[src/rtl/fifo_rd_stream.sv]
// Purpose: turns a 1-cycle-latency FIFO read port into a framed valid/ready stream with a 4-entry prefetch buffer.
// Latency: read issued in T, word on the FIFO bus in T+1, presented on out_valid_o in T+2.
// Backpressure: reads stop once buffered + in-flight words reach 4; out_ready_i never drives the read request.
// Optional flush input is enabled by defining FIFO_RD_STREAM_FLUSH_EN.
module fifo_rd_stream #(
    parameter int DATA_WIDTH = 32,
    parameter int PKT_LEN    = 16,
    parameter int BUF_DEPTH  = 4
) (
    input  logic                  clk_i,
    input  logic                  rst_i,
`ifdef FIFO_RD_STREAM_FLUSH_EN
    input  logic                  flush_i,
`endif
    output logic                  fifo_rd_en_o,
    input  logic [DATA_WIDTH-1:0] fifo_rd_data_i,
    input  logic                  fifo_rd_empty_i,
    output logic                  out_valid_o,
    input  logic                  out_ready_i,
    output logic [DATA_WIDTH-1:0] out_data_o,
    output logic                  out_last_o,
    output logic                  idle_o
);

    localparam int BW = $clog2(PKT_LEN) + 1;
    localparam logic [BW-1:0] LAST_BEAT = BW'(PKT_LEN - 1);

    logic [2:0]            occ_q, occ_d;
    logic                  inflight_q;
    logic [1:0]            wr_ptr_q, rd_ptr_q;
    logic [BW-1:0]         beat_q, beat_d;
    logic [DATA_WIDTH-1:0] buf_q [4];
    logic [DATA_WIDTH-1:0] hold_q;

    logic                  flush;
    logic                  capture;
    logic                  hs;

`ifdef FIFO_RD_STREAM_FLUSH_EN
    assign flush = flush_i;
`else
    assign flush = 1'b0;
`endif

    // Read request: only from registered state and the FIFO empty flag, so the
    // consumer's ready never reaches the FIFO in the same cycle.
    always_comb begin
        fifo_rd_en_o = !rst_i && !flush && !fifo_rd_empty_i &&
                       (({1'b0, occ_q} + {3'b0, inflight_q}) < 4'(BUF_DEPTH));
    end

    // Stream side: head of the buffer, handshake, and next occupancy/beat values.
    always_comb begin
        capture     = inflight_q;
        out_valid_o = (occ_q != 3'd0);
        hs          = out_valid_o && out_ready_i;
        out_data_o  = out_valid_o ? buf_q[rd_ptr_q] : hold_q;
        out_last_o  = out_valid_o && (beat_q == LAST_BEAT);
        idle_o      = (occ_q == 3'd0) && !inflight_q;
        occ_d       = occ_q + {2'b0, capture} - {2'b0, hs};
        beat_d      = (beat_q == LAST_BEAT) ? '0 : beat_q + 1'b1;
    end

    // Control state: occupancy, in-flight tracking, pointers, beat counter and
    // the held head value shown while the buffer is empty.
    always_ff @(posedge clk_i) begin
        if (rst_i) begin
            occ_q      <= '0;
            inflight_q <= 1'b0;
            wr_ptr_q   <= '0;
            rd_ptr_q   <= '0;
            beat_q     <= '0;
            hold_q     <= '0;
        end else if (flush) begin
            // The word returning this cycle belongs to the discarded stream.
            occ_q      <= '0;
            inflight_q <= 1'b0;
            wr_ptr_q   <= '0;
            rd_ptr_q   <= '0;
            beat_q     <= '0;
        end else begin
            inflight_q <= fifo_rd_en_o;
            occ_q      <= occ_d;
            if (capture) begin
                wr_ptr_q <= wr_ptr_q + 2'd1;
            end
            if (hs) begin
                rd_ptr_q <= rd_ptr_q + 2'd1;
                beat_q   <= beat_d;
            end
            if (out_valid_o) begin
                hold_q <= buf_q[rd_ptr_q];
            end
        end
    end

    // Prefetch storage: the slot at wr_ptr is never the live head while a
    // capture is possible, because occ is at most 3 whenever a read is in flight.
    always_ff @(posedge clk_i) begin
        if (!rst_i && !flush && capture) begin
            buf_q[wr_ptr_q] <= fifo_rd_data_i;
        end
    end

endmodule
[config.mk]
export PLATFORM = sky130hd
export DESIGN_NAME = fifo_rd_stream
export DESIGN_NICKNAME = d
export VERILOG_FILES = /design/src/rtl/fifo_rd_stream.sv
export SDC_FILE = /design/constraint.sdc
export NUM_CORES = 1
export LEC_CHECK = 0
export BUFFER_PORTS_ARGS = -buffer_cell sky130_fd_sc_hd__clkbuf_2
export CORE_ASPECT_RATIO = 0.75
export CORE_MARGIN = 4
export CORE_UTILIZATION = 60
export CTS_BUF_LIST = sky130_fd_sc_hd__clkbuf_2
export CTS_CLUSTER_SIZE = 28
export DETAILED_ROUTE_END_ITERATION = 10
export PLACE_DENSITY = 0.86
export SYNTH_ARGS = -nofsm -noshare
export SYNTH_HDL_FRONTEND = slang
export SYNTH_SLANG_ARGS = --single-unit
[constraint.sdc]
create_clock -name clk_i -period 2.9 [get_ports clk_i]
set_input_delay 0.435 -clock clk_i [delete_from_list [all_inputs] [get_ports clk_i]]
set_output_delay 0.435 -clock clk_i [all_outputs]
set_load 0.05 [all_outputs]
# Word-level counts from Yosys, hierarchy flattened
# Memory sizes are Yosys's and may differ from the RTL's. A register that Yosys moved wholly into a read port is not among the register bits.
# Index checks and enable logic that the tools add are counted.
[word_totals]
ram_bits = 128
memories = 1
latchBits = 0
out_inout_bits = 36
regBits = 45
elab_cells = 32
mem_bits_ro = 0
[classes]
shifts = 0
n_addsub = 6
n_reduce_logical = 11
multipliers = 0
div = 0
n_mux = 6
eq_ne = 1
magnitude_cmp = 1
n_bitwise = 0
[memory_table]
columns = ["memory", "depth", "word_bits", "rd", "rd_clocked_by_memory_dff", "write_ports", "line", "rtl"]
rows = [
  ["buf_q", 4, 32, 1, 1, 1, "32", "logic [DATA_WIDTH-1:0] buf_q [4];"],
]
[op_table]
columns = ["cell", "n"]
rows = [
  ["$mux 32", 1],
  ["$logic_and 1x1->1", 6],
  ["$add 5x1->5 const B", 1],
  ["$eq 5x4->1 const B", 1],
  ["$mux 5", 1],
  ["$add 2x1->2 const B", 2],
  ["$add 3x1->4", 1],
  ["$lt 4x3->1 const B", 1],
  ["$mux 2", 2],
  ["$add 3x1->3", 1],
  ["$logic_not 1->1", 3],
  ["$logic_not 3->1", 1],
  ["$reduce_bool 3->1", 1],
  ["$sub 3x1->3", 1],
  ["$mux 1", 2],
]

# Longest topological paths before layout
[depth]
ltp_word = 4
ltp_mapped = 9

# Worst setup path after synthesis
# No wires, ideal clock.
[synth_path]
path_type = "reg-to-output"
start = "reg occ_q[1]"
end = "out fifo_rd_en_o"
slack_ns = 0.538
path_stages_with_launch = 5
arrival_time_ns = 1.927
path_buffers = 0
cell_sequence = "dfxtp_1 > ha_1 > and4b_1 > mux2i_1 > nor3_1"
[synth_between]
elab_chain_len = 3
[synth_rtl]
columns = ["element", "line", "rtl"]
rows = [
  ["start, declared", "28", "logic [2:0] occ_q, occ_d;"],
  ["start signal, assigned", "68", "occ_q <= '0;"],
  ["start signal, assigned", "76", "occ_q <= '0;"],
  ["start signal, assigned", "83", "occ_q <= occ_d;"],
  ["$add 3x1->4", "49", "(({1'b0, occ_q} + {3'b0, inflight_q}) < 4'(BUF_DEPTH));"],
  ["$lt 4x3->1", "49", ""],
  ["$logic_and 1x1->1", "48", "fifo_rd_en_o = !rst_i && !flush && !fifo_rd_empty_i &&"],
  ["end, declared", "15", "output logic fifo_rd_en_o,"],
]
# No other way between the ends.

==> results.ini <==
[yosys]
synth_warnings = 0
syn_nets = 393
synth_cells = 348
ys_seq_area_share_pct = 71.30
ys_ff_latch = 175
synthesis.area_sq_um = 6710
synth_cell_types = 35
syn_area_per_cell_sq_um = 19.28

[sta]
post-route-period-util_pct = 95.31
tightestPinTransition_ns = 0.4882
fmax_ghz = 0.3618
fin_worst_skew_ns = 0.04842
rsz0062_at_grt = yes
hold_viol_final = 0
slew_viol_final = 0
fin_crit_ns = 2.764
setup_viol_count_final = 0
relSlewSlack_pct = 67.04
tns_ns = 0

[die]
num_rows = 33
die_y_um = 99.59
core_sq_um = 10940
start_util_pct = 61.33
die_x_um = 130.1
ios = 72
dieArea_sq_um = 12960

[cts]
clkTransAtPathRegs_ns = 0.24
cts_max_level = 4
cts_root_buf = clkbuf_2
cts_buffers = 17
clock_tree.buffer_depth = 2
cts_sinks = 175
clock_latency_ns = 0.71
cts_tree = built

[placement]
gp_congestion = 0.7043
place_area_sq_um = 7291
io_buffers = 71
hpwlAfterDp_um = 7222

[worst_setup_path]
crit_type = flop to output pin
worst_ep_arrival_time_ns = 2.33
slowest_delay_ns = 0.55
start_kind = flop
crit_chain = buf_12 -> mux4_2 -> mux2_4 -> buf_2
crit_family = multiplexers
slowest_stage = mux4_2
cp_max_fo = 16
crit_buf_inv = 2
crit_path_end_kind = output pin
crit_required_ns = 2.47

[detailed_routing]
wl_per_cell_um = 18.85
dr.pass1.iters = 4
ant_nets = 0
drt-total-wl_um = 11730
via_count = 3392
route.detailed.drc = 0
initialDrtViolationCount = 313
viasPerCell = 5.453

[power_and_ir_drop]
powerDensity_nw_per_um2 = 974.9
power.total_mw = 7.664
ir_drop_uv = 625.2
p_leak_nw = 2.868

[global_routing]
grt_max_degree = 31
grt_overflow_total = 0
first_global_vias = 3616
grt_pass1_wl_um = 19060
antenna_found_initial = 0
grtUsageTotal_pct = 19.77

[cells_and_area]
final_common_cell = edfxtp_1
drive_above_1_share_pct = 39.21
final_cell_mix = edfxtp_1 (128), clkbuf_2 (79), dfxtp_1 (44)
insertedDiodeCount = 0
syn_to_final_growth_pct = 17.15
n_fill_cell = 682
nNetsFinal = 514
design_area_sq_um = 7861

[run_status]
outcome = finished clean

[hold_path]
hp-class = primary input to flop

[flow_run]
drv_cap = 0

state kept, by name, indices dropped and copies added (netlist names), named ones only:
register	cells
hold_q	32
beat_q	5
rd_ptr_q	2
buf_q	128
wr_ptr_q	2
occ_q	3
capture	1
metal layers:
metal | vias to the layer above | GRT usage, % | wire, um | share of wire (%)
met3 | 12 | 5.958 | 664 | 5.7
met4 | 0 | 4.233 | 79 | 0.67
met5 | - | 0 | 0 | 0
met1 | 1699 | 26.77 | 5087 | 43
met2 | 90 | 32.23 | 5894 | 50
li1 | 1591 | - | - | -
cell type report:
cell class | count | area (sq um) | share of cell area [%]
well taps | 140 | 175.2 | 2.228
clock buffers | 19 | 95.09 | 1.210
repair buffers | 119 | 892.1 | 11.35
clock inverters | 13 | 91.34 | 1.162
multi-input cells | 150 | 1792 | 22.79
inverters | 6 | 22.52 | 0.2865
flip-flops and latches | 175 | 4793 | 60.97
stage by stage:
step / util, % / instances / hold WS [ns] / worst slack [ns]
after CTS: 71.81 / 622 / 0.1806 / 0.03229
after detailed placement: 66.63 / 552 / 0.4392 / 0.5274
after global routing: 71.85 / 622 / 0.1916 / -0.001147
after global placement: 66.63 / 552 / 0.4368 / 0.5513
final: 71.85 / 622 / 0.2380 / 0.1359
after floorplan: - / 348 / 0.4252 / 0.5384
power breakdown:
part,switching [mW],internal (mW)
clock network,0.819,0.235
logic,2.14,1.38
registers,0.143,2.95
total,3.10,4.57
worst register-to-register path, cell delays in order, from the launching register on:
cell	delay, ns
dfxtp_1	0.43
o31ai_1	0.29
buf_4	0.20
inv_1	0.07
ha_1	0.28
inv_1	0.07
ha_1	0.14
inv_1	0.06
fa_1	0.38
xnor2_1	0.16
nor2_1	0.05
what timing repair did:
item / 4_1_cts / 5_1_grt
hold endpoints to repair: 130 / 0
gates cloned: 0 / 0
setup endpoints to repair: 32 / 17
buffers inserted: 4 / 0
hold buffers: 34 / 0
resized for setup: 4 / 12
pin swaps: 1 / 0
path summary, 6_finish.rpt:
check                                       startpoint                      to  slack [ns]  depth (start not counted)
worst max-delay path                              flop          out_data_o[14]        0.14                          4
worst min-delay path                             rst_i   hold_q[21]$_SDFF_PP0_        0.24                          2
worst max register to register     occ_q[0]$_SDFF_PP0_     occ_q[2]$_SDFF_PP0_        0.69                         10
worst min register to register  beat_q[4]$_SDFFE_PP0P_  beat_q[4]$_SDFFE_PP0P_        0.47                          2
synthesized netlist by cell type, drive strengths merged:
| library cell | instances | area (sq um) |
|---|---|---|
| nand4 | 1 | 6.260 |
| nor2b | 34 | 212.7 |
| nand4b | 1 | 8.760 |
| edfxtp | 128 | 3844 |
| inv | 6 | 22.52 |
| o211ai | 1 | 7.510 |
| dfxtp | 47 | 940.9 |
| o31ai | 1 | 7.510 |
| nor2 | 10 | 37.54 |
| ha | 8 | 100.1 |
| nor3 | 2 | 10.01 |
| and4b | 1 | 10.01 |
| clkbuf | 6 | 22.52 |
| a21oi | 3 | 15.01 |
| buf | 11 | 98.85 |
| and2 | 4 | 25.02 |
| mux2i | 2 | 20.02 |
| nand2 | 2 | 7.510 |
| o21ai | 1 | 5.000 |
| xnor2 | 2 | 17.52 |
| xor2 | 3 | 26.28 |
| nand2b | 2 | 12.51 |
| o311ai | 2 | 17.52 |
| mux4 | 32 | 720.7 |
| mux2 | 32 | 457.9 |
| a41oi | 1 | 8.760 |
| fa | 1 | 20.02 |
| nand3 | 1 | 5.000 |
| or3b | 1 | 8.760 |
| or4 | 1 | 7.510 |
| or3 | 1 | 6.260 |
cell families after synthesis:
logic type | synth area share, %
AND/OR/NAND/NOR | 5.333
flip-flops | 71.30
XOR/XNOR | 0.6527
adder cells (fa/ha/maj) | 1.790
buffers and inverters | 2.144
multiplexers | 17.86
AO/OA/AOI/OAI | 0.9137
Note: power is estimated with default switching activity, not from simulation.
